### src/rtl/mips_run_pkg.sv
// Shared types and constants for the MIPS run controller and its dump readers.
package mips_run_pkg;

    typedef enum logic [2:0] {
        IDLE    = 3'd0,
        LOAD    = 3'd1,
        RUN     = 3'd2,
        DRAIN   = 3'd3,
        DUMP    = 3'd4,
        REGDUMP = 3'd5,
        DONE    = 3'd6
    } run_state_t;

    typedef enum logic [1:0] {
        RD_IDLE  = 2'd0,
        RD_ISSUE = 2'd1,
        RD_HOLD  = 2'd2
    } rd_state_t;

    localparam int REGDUMP_BASE = 128;
    localparam int WORD_SHIFT   = 2;

endpackage

### src/rtl/run_dump_reader.sv
// Read-issue / capture / hold engine: walks WORDS addresses of a memory whose
// read data is ready by the edge after the address, and streams them out valid/ready.
module run_dump_reader
    import mips_run_pkg::*;
#(
    parameter int DATA_W   = 32,
    parameter int WORDS    = 32,
    parameter int IDX_BASE = 0
) (
    input  logic              clk,
    input  logic              rst_n,
    input  logic              go,
    output logic [7:0]        word,
    input  logic [DATA_W-1:0] rdata,
    output logic              valid,
    output logic [DATA_W-1:0] data,
    output logic [7:0]        idx,
    input  logic              ready,
    output logic              last
);

    rd_state_t st;

    // Valid/ready: a word transfers on a rising edge where valid and ready are both
    // high; data/idx/valid are held unchanged until then, and ready is ignored otherwise.
    assign last = (st == RD_HOLD) && ready && (word == 8'(WORDS - 1));

    always_ff @(posedge clk or negedge rst_n) begin
        if (!rst_n) begin
            st    <= RD_IDLE;
            word  <= '0;
            valid <= 1'b0;
            data  <= '0;
            idx   <= '0;
        end else begin
            case (st)
                RD_IDLE: begin
                    if (go) begin
                        word <= '0;
                        st   <= RD_ISSUE;
                    end
                end
                RD_ISSUE: begin
                    data  <= rdata;
                    idx   <= 8'(IDX_BASE) + word;
                    valid <= 1'b1;
                    st    <= RD_HOLD;
                end
                RD_HOLD: begin
                    if (ready) begin
                        valid <= 1'b0;
                        if (last) begin
                            st <= RD_IDLE;
                        end else begin
                            word <= word + 8'd1;
                            st   <= RD_ISSUE;
                        end
                    end
                end
                default: st <= RD_IDLE;
            endcase
        end
    end

endmodule

### src/rtl/mips_run_ctrl.sv
// Run controller for the MIPS core: load imem, run to END_PC, drain, dump dmem.
// Define RUN_CTRL_REGDUMP_EN to also stream the register file after the data dump.
module mips_run_ctrl
    import mips_run_pkg::*;
#(
    parameter int DATA_W     = 32,
    parameter int PC_W       = 32,
    parameter int IMEM_DEPTH = 64,
    parameter int END_PC     = 136,
    parameter int DRAIN_CYC  = 2,
    parameter int TIMEOUT    = 4096,
    parameter int DUMP_WORDS = 32
) (
    input  logic              clk,
    input  logic              start,
    input  logic              ld_valid,
    input  logic [DATA_W-1:0] ld_data,
    output logic              ld_ready,
    input  logic              ld_last,
    output logic              im_we,
    output logic [PC_W-1:0]   im_waddr,
    output logic [DATA_W-1:0] im_wdata,
    output logic              cpu_start,
    input  logic [PC_W-1:0]   cpu_pc,
    output logic [PC_W-1:0]   dm_raddr,
    input  logic [DATA_W-1:0] dm_rdata,
    output logic              dump_valid,
    output logic [DATA_W-1:0] dump_data,
    output logic [7:0]        dump_idx,
    input  logic              dump_ready,
    output logic              busy,
    output logic              done,
    output logic              timeout,
    output logic              load_err,
    output logic [31:0]       cycles,
    output logic [2:0]        run_state
`ifdef RUN_CTRL_REGDUMP_EN
    ,
    output logic [4:0]        rf_raddr,
    input  logic [DATA_W-1:0] rf_rdata
`endif
);

    localparam int CW = $clog2(IMEM_DEPTH) + 1;
    localparam int DW = $clog2(DRAIN_CYC + 2);

    run_state_t     state;
    logic [CW-1:0]  count;
    logic [DW-1:0]  drain;
    logic [31:0]    cycles_inc;

    logic [7:0]        dm_word;
    logic              dm_valid;
    logic [DATA_W-1:0] dm_data;
    logic [7:0]        dm_idx;
    logic              dm_last;

    assign ld_ready   = (state == LOAD) && (count < CW'(IMEM_DEPTH));
    assign im_we      = ld_valid && ld_ready;
    assign im_waddr   = im_we ? (PC_W'(count) << WORD_SHIFT) : '0;
    assign im_wdata   = im_we ? ld_data : '0;
    // Derived from the state register so it drops together with the async reset.
    assign cpu_start  = (state == RUN) || (state == DRAIN);
    assign busy       = (state != IDLE) && (state != DONE);
    assign run_state  = state;
    assign cycles_inc = (cycles == '1) ? cycles : cycles + 32'd1;
    assign dm_raddr   = PC_W'(dm_word) << WORD_SHIFT;

    run_dump_reader #(
        .DATA_W  (DATA_W),
        .WORDS   (DUMP_WORDS),
        .IDX_BASE(0)
    ) u_dm_reader (
        .clk  (clk),
        .rst_n(start),
        .go   (state == DUMP),
        .word (dm_word),
        .rdata(dm_rdata),
        .valid(dm_valid),
        .data (dm_data),
        .idx  (dm_idx),
        .ready(dump_ready && (state == DUMP)),
        .last (dm_last)
    );

`ifdef RUN_CTRL_REGDUMP_EN
    logic [7:0]        rf_word;
    logic              rf_valid;
    logic [DATA_W-1:0] rf_data;
    logic [7:0]        rf_idx;
    logic              rf_last;

    run_dump_reader #(
        .DATA_W  (DATA_W),
        .WORDS   (32),
        .IDX_BASE(REGDUMP_BASE)
    ) u_rf_reader (
        .clk  (clk),
        .rst_n(start),
        .go   (state == REGDUMP),
        .word (rf_word),
        .rdata(rf_rdata),
        .valid(rf_valid),
        .data (rf_data),
        .idx  (rf_idx),
        .ready(dump_ready && (state == REGDUMP)),
        .last (rf_last)
    );

    assign rf_raddr   = rf_word[4:0];
    assign dump_valid = dm_valid || rf_valid;
    assign dump_data  = rf_valid ? rf_data : dm_data;
    assign dump_idx   = rf_valid ? rf_idx : dm_idx;
`else
    assign dump_valid = dm_valid;
    assign dump_data  = dm_data;
    assign dump_idx   = dm_idx;
`endif

    always_ff @(posedge clk or negedge start) begin
        if (!start) begin
            state    <= IDLE;
            count    <= '0;
            drain    <= '0;
            cycles   <= '0;
            done     <= 1'b0;
            timeout  <= 1'b0;
            load_err <= 1'b0;
        end else begin
            case (state)
                IDLE: state <= LOAD;
                LOAD: begin
                    if (im_we) begin
                        count <= count + CW'(1);
                        if (ld_last) state <= RUN;
                    end else if (ld_valid && (count == CW'(IMEM_DEPTH))) begin
                        load_err <= 1'b1;
                        done     <= 1'b1;
                        state    <= DONE;
                    end
                end
                RUN: begin
                    cycles <= cycles_inc;
                    // Timeout takes priority over reaching END_PC in the same cycle.
                    if (cycles_inc >= 32'(TIMEOUT)) begin
                        timeout <= 1'b1;
                        state   <= DUMP;
                    end else if (cpu_pc == PC_W'(END_PC)) begin
                        if (DRAIN_CYC == 0) begin
                            state <= DUMP;
                        end else begin
                            drain <= DW'(DRAIN_CYC);
                            state <= DRAIN;
                        end
                    end
                end
                DRAIN: begin
                    cycles <= cycles_inc;
                    drain  <= drain - DW'(1);
                    if (drain == DW'(1)) state <= DUMP;
                end
                DUMP: begin
                    if (dm_last) begin
`ifdef RUN_CTRL_REGDUMP_EN
                        state <= REGDUMP;
`else
                        done  <= 1'b1;
                        state <= DONE;
`endif
                    end
                end
`ifdef RUN_CTRL_REGDUMP_EN
                REGDUMP: begin
                    if (rf_last) begin
                        done  <= 1'b1;
                        state <= DONE;
                    end
                end
`endif
                DONE: state <= DONE;
                default: state <= IDLE;
            endcase
        end
    end

endmodule
### config.mk
export PLATFORM = sky130hd
export DESIGN_NAME = mips_run_ctrl
export DESIGN_NICKNAME = d
export VERILOG_FILES = /design/src/rtl/mips_run_pkg.sv /design/src/rtl/run_dump_reader.sv /design/src/rtl/mips_run_ctrl.sv
export SDC_FILE = /design/constraint.sdc
export NUM_CORES = 1
export LEC_CHECK = 0
export BUFFER_PORTS_ARGS = -buffer_cell sky130_fd_sc_hd__buf_2
export CAP_MARGIN = 10
export CELL_PAD_IN_SITES_DETAIL_PLACEMENT = 1
export CELL_PAD_IN_SITES_GLOBAL_PLACEMENT = 1
export CORE_MARGIN = 3
export CORE_UTILIZATION = 35
export DETAILED_ROUTE_END_ITERATION = 10
export GPL_TIMING_DRIVEN = 0
export PLACE_DENSITY = 0.83
export REMOVE_ABC_BUFFERS = 1
export SLEW_MARGIN = 20
export SYNTH_ARGS = -nofsm -noshare
export SYNTH_HDL_FRONTEND = slang
export SYNTH_SLANG_ARGS = --single-unit
### constraint.sdc
create_clock -name clk -period 5.95 [get_ports clk]
set_clock_uncertainty 0.2 [all_clocks]
set_input_delay 0.595 -clock clk [delete_from_list [all_inputs] [get_ports clk]]
set_output_delay 0.595 -clock clk [all_outputs]
set_load 0.01 [all_outputs]
==> results.md <==
- The run finished, with violations left.
- The final reports fail on hold timing.
- The clock tree buffer depth is 2.
- For this block, the via count after detailed routing is 4867.
- The final hold slack is -0.00467 ns.
- Once the floorplan was initialized, standard cells occupied 36.1% of the core.
- The category of the worst setup path launch point is a flop.
- After detailed routing, the number of remaining DRC violations is 0.
- Global routing used 18.4% of the available tracks.
- The die span in y is 132 µm.
- The worst-case reg-to-reg path depth is 7.
- Buffers added to address setup during post-CTS repair amount to 0.
- The total overflow left after global routing is 0.
- The kind of cell with the highest combined delay on the critical path is simple AND/OR/NAND/NOR gates.
- The first-pass iteration count of the detailed router is 4.
- The core region is 15300 µm².
- The share of the Yosys chip area taken by registers is 44.4%.
- The number of distinct library cell variants in the gate-level netlist after synthesis is 57.
- The worst setup timing slack at the placement stage is 2.35 ns.
- The number of sinks on the clock net is 98.
- The master cell of the clock root buffer is sky130_fd_sc_hd__clkbuf_16.
- The final setup violation count is 0.
- Clock tree synthesis inserted a total of 9 buffers.
- The reported max-cap violation count is 0.
- The switching power summed over all nets is 0.478 mW.
- The die width is 132 µm.
- In the global route stage, met2 resource usage came out at 33.2%.
- Adding up every negative setup slack in the final design gives 0 ns.
- The critical path start-end classification is flop to flop.
- After layout, the worst setup slack is 2.27 ns.
- The quantity of gates resized following cts is 0.
- The global-route wire length before repair is 26300 µm.
- Walking the worst path, the cells encountered are nand4_1, nor4_1, or4b_1, xnor2_1, o2111ai_1, or3_4, a221o_1.
- After clock tree synthesis, the clock-pin slew on the worst setup and hold paths is 0.08 ns.
- The switching power share of the total is 30.7%.
- The data arrival time at the worst-slack endpoint is 3.71 ns.
- TritonCTS built the clock tree.
- The global-route track usage on met1 is 22.9%.
- The count of yosys warnings during synthesis is 0.
- The number of antenna violations at the first check in global routing is 0.
- The worst-case headroom to the max-slew limit is 39.3%.
- For this design the ratio of total power to cell area is 222 nW/µm².
- The slew of the pin with the lowest slew margin is 0.903 ns.
- The congestion estimate from routability-driven global placement came to 0.804.
- The worst-case IR drop observed on VDD is 0.137 mV.
- The biggest area contributor in the post-synthesis netlist is sky130_fd_sc_hd__dfrtp_1.
- After synthesis, the most frequently instantiated cells are sky130_fd_sc_hd__dfrtp_1, sky130_fd_sc_hd__buf_4, sky130_fd_sc_hd__and3_1.
- Setup repair after global routing left no endpoint under its margin.
- The achievable clock frequency is 272 MHz.
- The routed design could run at a clock period as short as 3.68 ns.
- The average size of a mapped cell is 10.1 µm².
- The largest single stage delay on the critical path is 0.70 ns.
- For this block, the initial DRC count from the detailed router was 201.
- The library cell contributing the largest single delay on the critical path is sky130_fd_sc_hd__nor4_1.
- Using the TritonRoute via totals, the vias-per-cell ratio works out to 4.98.
- STA classifies the critical path endpoint as a flop.
- The combined buffer and inverter count along the critical path is 0.
- The later pin in the worst-skew pair is clocked with a latency of 0.35 ns.
- The number of hold violations in the final report came to 4.
- The fraction of registers with async set/reset is 100%.
- Of all nets on the critical path, the largest fanout is 10.
- The most used flip-flop cell after synthesis is sky130_fd_sc_hd__dfrtp_1.
- The floorplan step defined a die boundary enclosing 17300 µm².
- After detailed routing, the average wire length per cell comes to 16.5 µm.
- The via count of the first global-routing pass is 4970.
- The dominant cell by count in the synthesized netlist is sky130_fd_sc_hd__dfrtp_1.
- Sequential cells account for 46.2% of the total power.
- Entering global routing, the biggest net connects 56 pins.
- The antenna diode instance count is 0.
- The proportion of netlist area held by the largest area contributor is 44.4%.
- Counting every instance in the synthesized netlist gives 548.
- The flip-flop and latch count after synthesis is 98.
- The post-synthesis to final-layout area growth is 26.9%.
- The number of H-tree branching levels is 3.
- The combinational share of power is 16.4%.
- Data on the critical path is required at its endpoint by 5.98 ns.
- The mapped cell area is 5530 µm².
- For this design the top-level I/O count stands at 280.
- The global routing's busiest layer is met2.
- The critical path crosses 7 cells after its start point.
- The hold-fix buffer count after cts is 0.
- The overall power is 1.56 mW.
- The count of buffers from port buffering is 229.
- The number of placement rows is 45.
- The part of the cycle the worst path needs is 61.9%.
- Ranked by total cell area, the synthesized netlist is headed by sky130_fd_sc_hd__dfrtp_1, sky130_fd_sc_hd__mux2_2, sky130_fd_sc_hd__buf_4, sky130_fd_sc_hd__and3_1, sky130_fd_sc_hd__xnor2_1.
- For met3 alone, demand over resource in global routing was 2.83%.
- The cell leakage power is 3.89 nW.
- The synthesized design contains 0 enable-type register cells.
- The count of nets left with antenna violations after detail routing is 0.
- Of the cells placed in the final design, the portion with a size suffix greater than 1 is 39.9%.
- The type of the tightest min-delay check is input port to asynchronous set/reset pin.
- The final wirelength is 16200 µm.
- The net count of the finished layout is 868.
- In this run, the clock network consumes 37.4% of the power.
- The internal power of the cells totals 1.08 mW.
- The HPWL after detailed placement is 12600 µm.
- The total count of max-transition violations in the final report is 0.
-- sequential cells by signal (all words and copies together), names as in the netlist, 2 cells and up --
signal            count
cycles               32
u_dm_reader.data     32
u_dm_reader.idx       8
u_dm_reader.word      8
count                 7
run_state             3
drain                 2
u_dm_reader.st        2
-- path summary, 6_finish.rpt --
| check | end | slack [ns] | from |
|---|---|---|---|
| worst max-delay path | run_state[0]$_DFFE_PN0P_ | 2.27 | cycles[18]$_DFFE_PN0P_ |
| worst min-delay path | u_dm_reader.data[14]$_DFFE_PN0P_ | -0.005 | start |
| worst max register to register | run_state[0]$_DFFE_PN0P_ | 2.27 | cycles[18]$_DFFE_PN0P_ |
| worst min register to register | timeout$_DFFE_PN0P_ | 0.27 | timeout$_DFFE_PN0P_ |
| max in group asynchronous | cycles[20]$_DFFE_PN0P_ | 4.93 | start |
| min in group clk | timeout$_DFFE_PN0P_ | 0.27 | timeout$_DFFE_PN0P_ |
-- per-stage QoR --
step,instances,area [µm²],util (%),hold WS (ns)
global route,978,7010,45.8,0.0361
finish,978,7010,45.8,-0.00467
detailed placement,962,6710,43.8,0.251
global placement,957,6630,43.3,0.244
floorplan,517,5220,-,0.0994
CTS,978,7010,45.8,0.00972
-- metal layers --
metal / share of wire, % / wire (µm)
met1: 43 / 6900
met2: 52 / 8430
met3: 3.9 / 637
met4: 1.2 / 194
met5: 0 / 0
-- area by class of cell --
| type | count | area (µm²) |
|---|---|---|
| clock inverters | 7 | 68.8 |
| well taps | 211 | 264 |
| clock buffers | 9 | 225 |
| repair buffers | 234 | 1220 |
| fillers | 1874 | 8300 |
| flip-flops and latches | 98 | 2450 |
| inverters | 12 | 45.0 |
| multi-input cells | 407 | 2740 |
-- placed cells by master, fill, tap and decap left out, types with 12 or more instances in the layout --
| cell type | instances |
|---|---|
| sky130_fd_sc_hd__and3_1 | 45 |
| sky130_fd_sc_hd__buf_2 | 229 |
| sky130_fd_sc_hd__conb_1 | 50 |
| sky130_fd_sc_hd__dfrtp_1 | 98 |
| sky130_fd_sc_hd__inv_1 | 12 |
| sky130_fd_sc_hd__mux2_2 | 41 |
| sky130_fd_sc_hd__nand2_1 | 35 |
| sky130_fd_sc_hd__nand3_1 | 18 |
| sky130_fd_sc_hd__nand4_1 | 17 |
| sky130_fd_sc_hd__nor2_1 | 26 |
| sky130_fd_sc_hd__nor4_1 | 17 |
| sky130_fd_sc_hd__xnor2_1 | 32 |
-- power groups by stage --
stage	clock (mW)	sequential, mW	combinational, mW
5_1_grt	0.630	0.723	0.285
3_5_place_dp	0	0.732	0.257
2_1_floorplan	0	0.730	0.133
4_1_cts	0.606	0.718	0.258
6_report	0.582	0.719	0.255
3_3_place_gp	0	0.730	0.248
-- cells by family after synthesis --
kind of cell               count (synthesis)  share of synthesized area, %
muxes                                     45                          9.08
DFF                                       98                          44.4
AOI/OAI and AO/OA                         57                          7.67
xor gates and xnor gates                  41                          6.50
other                                      1                        0.0678
buffers and inverters                     92                          9.80
adders and majority gates                  5                          1.13
and+or+nand+nor                          209                          21.4
Note: power is estimated with default switching activity, not from simulation.
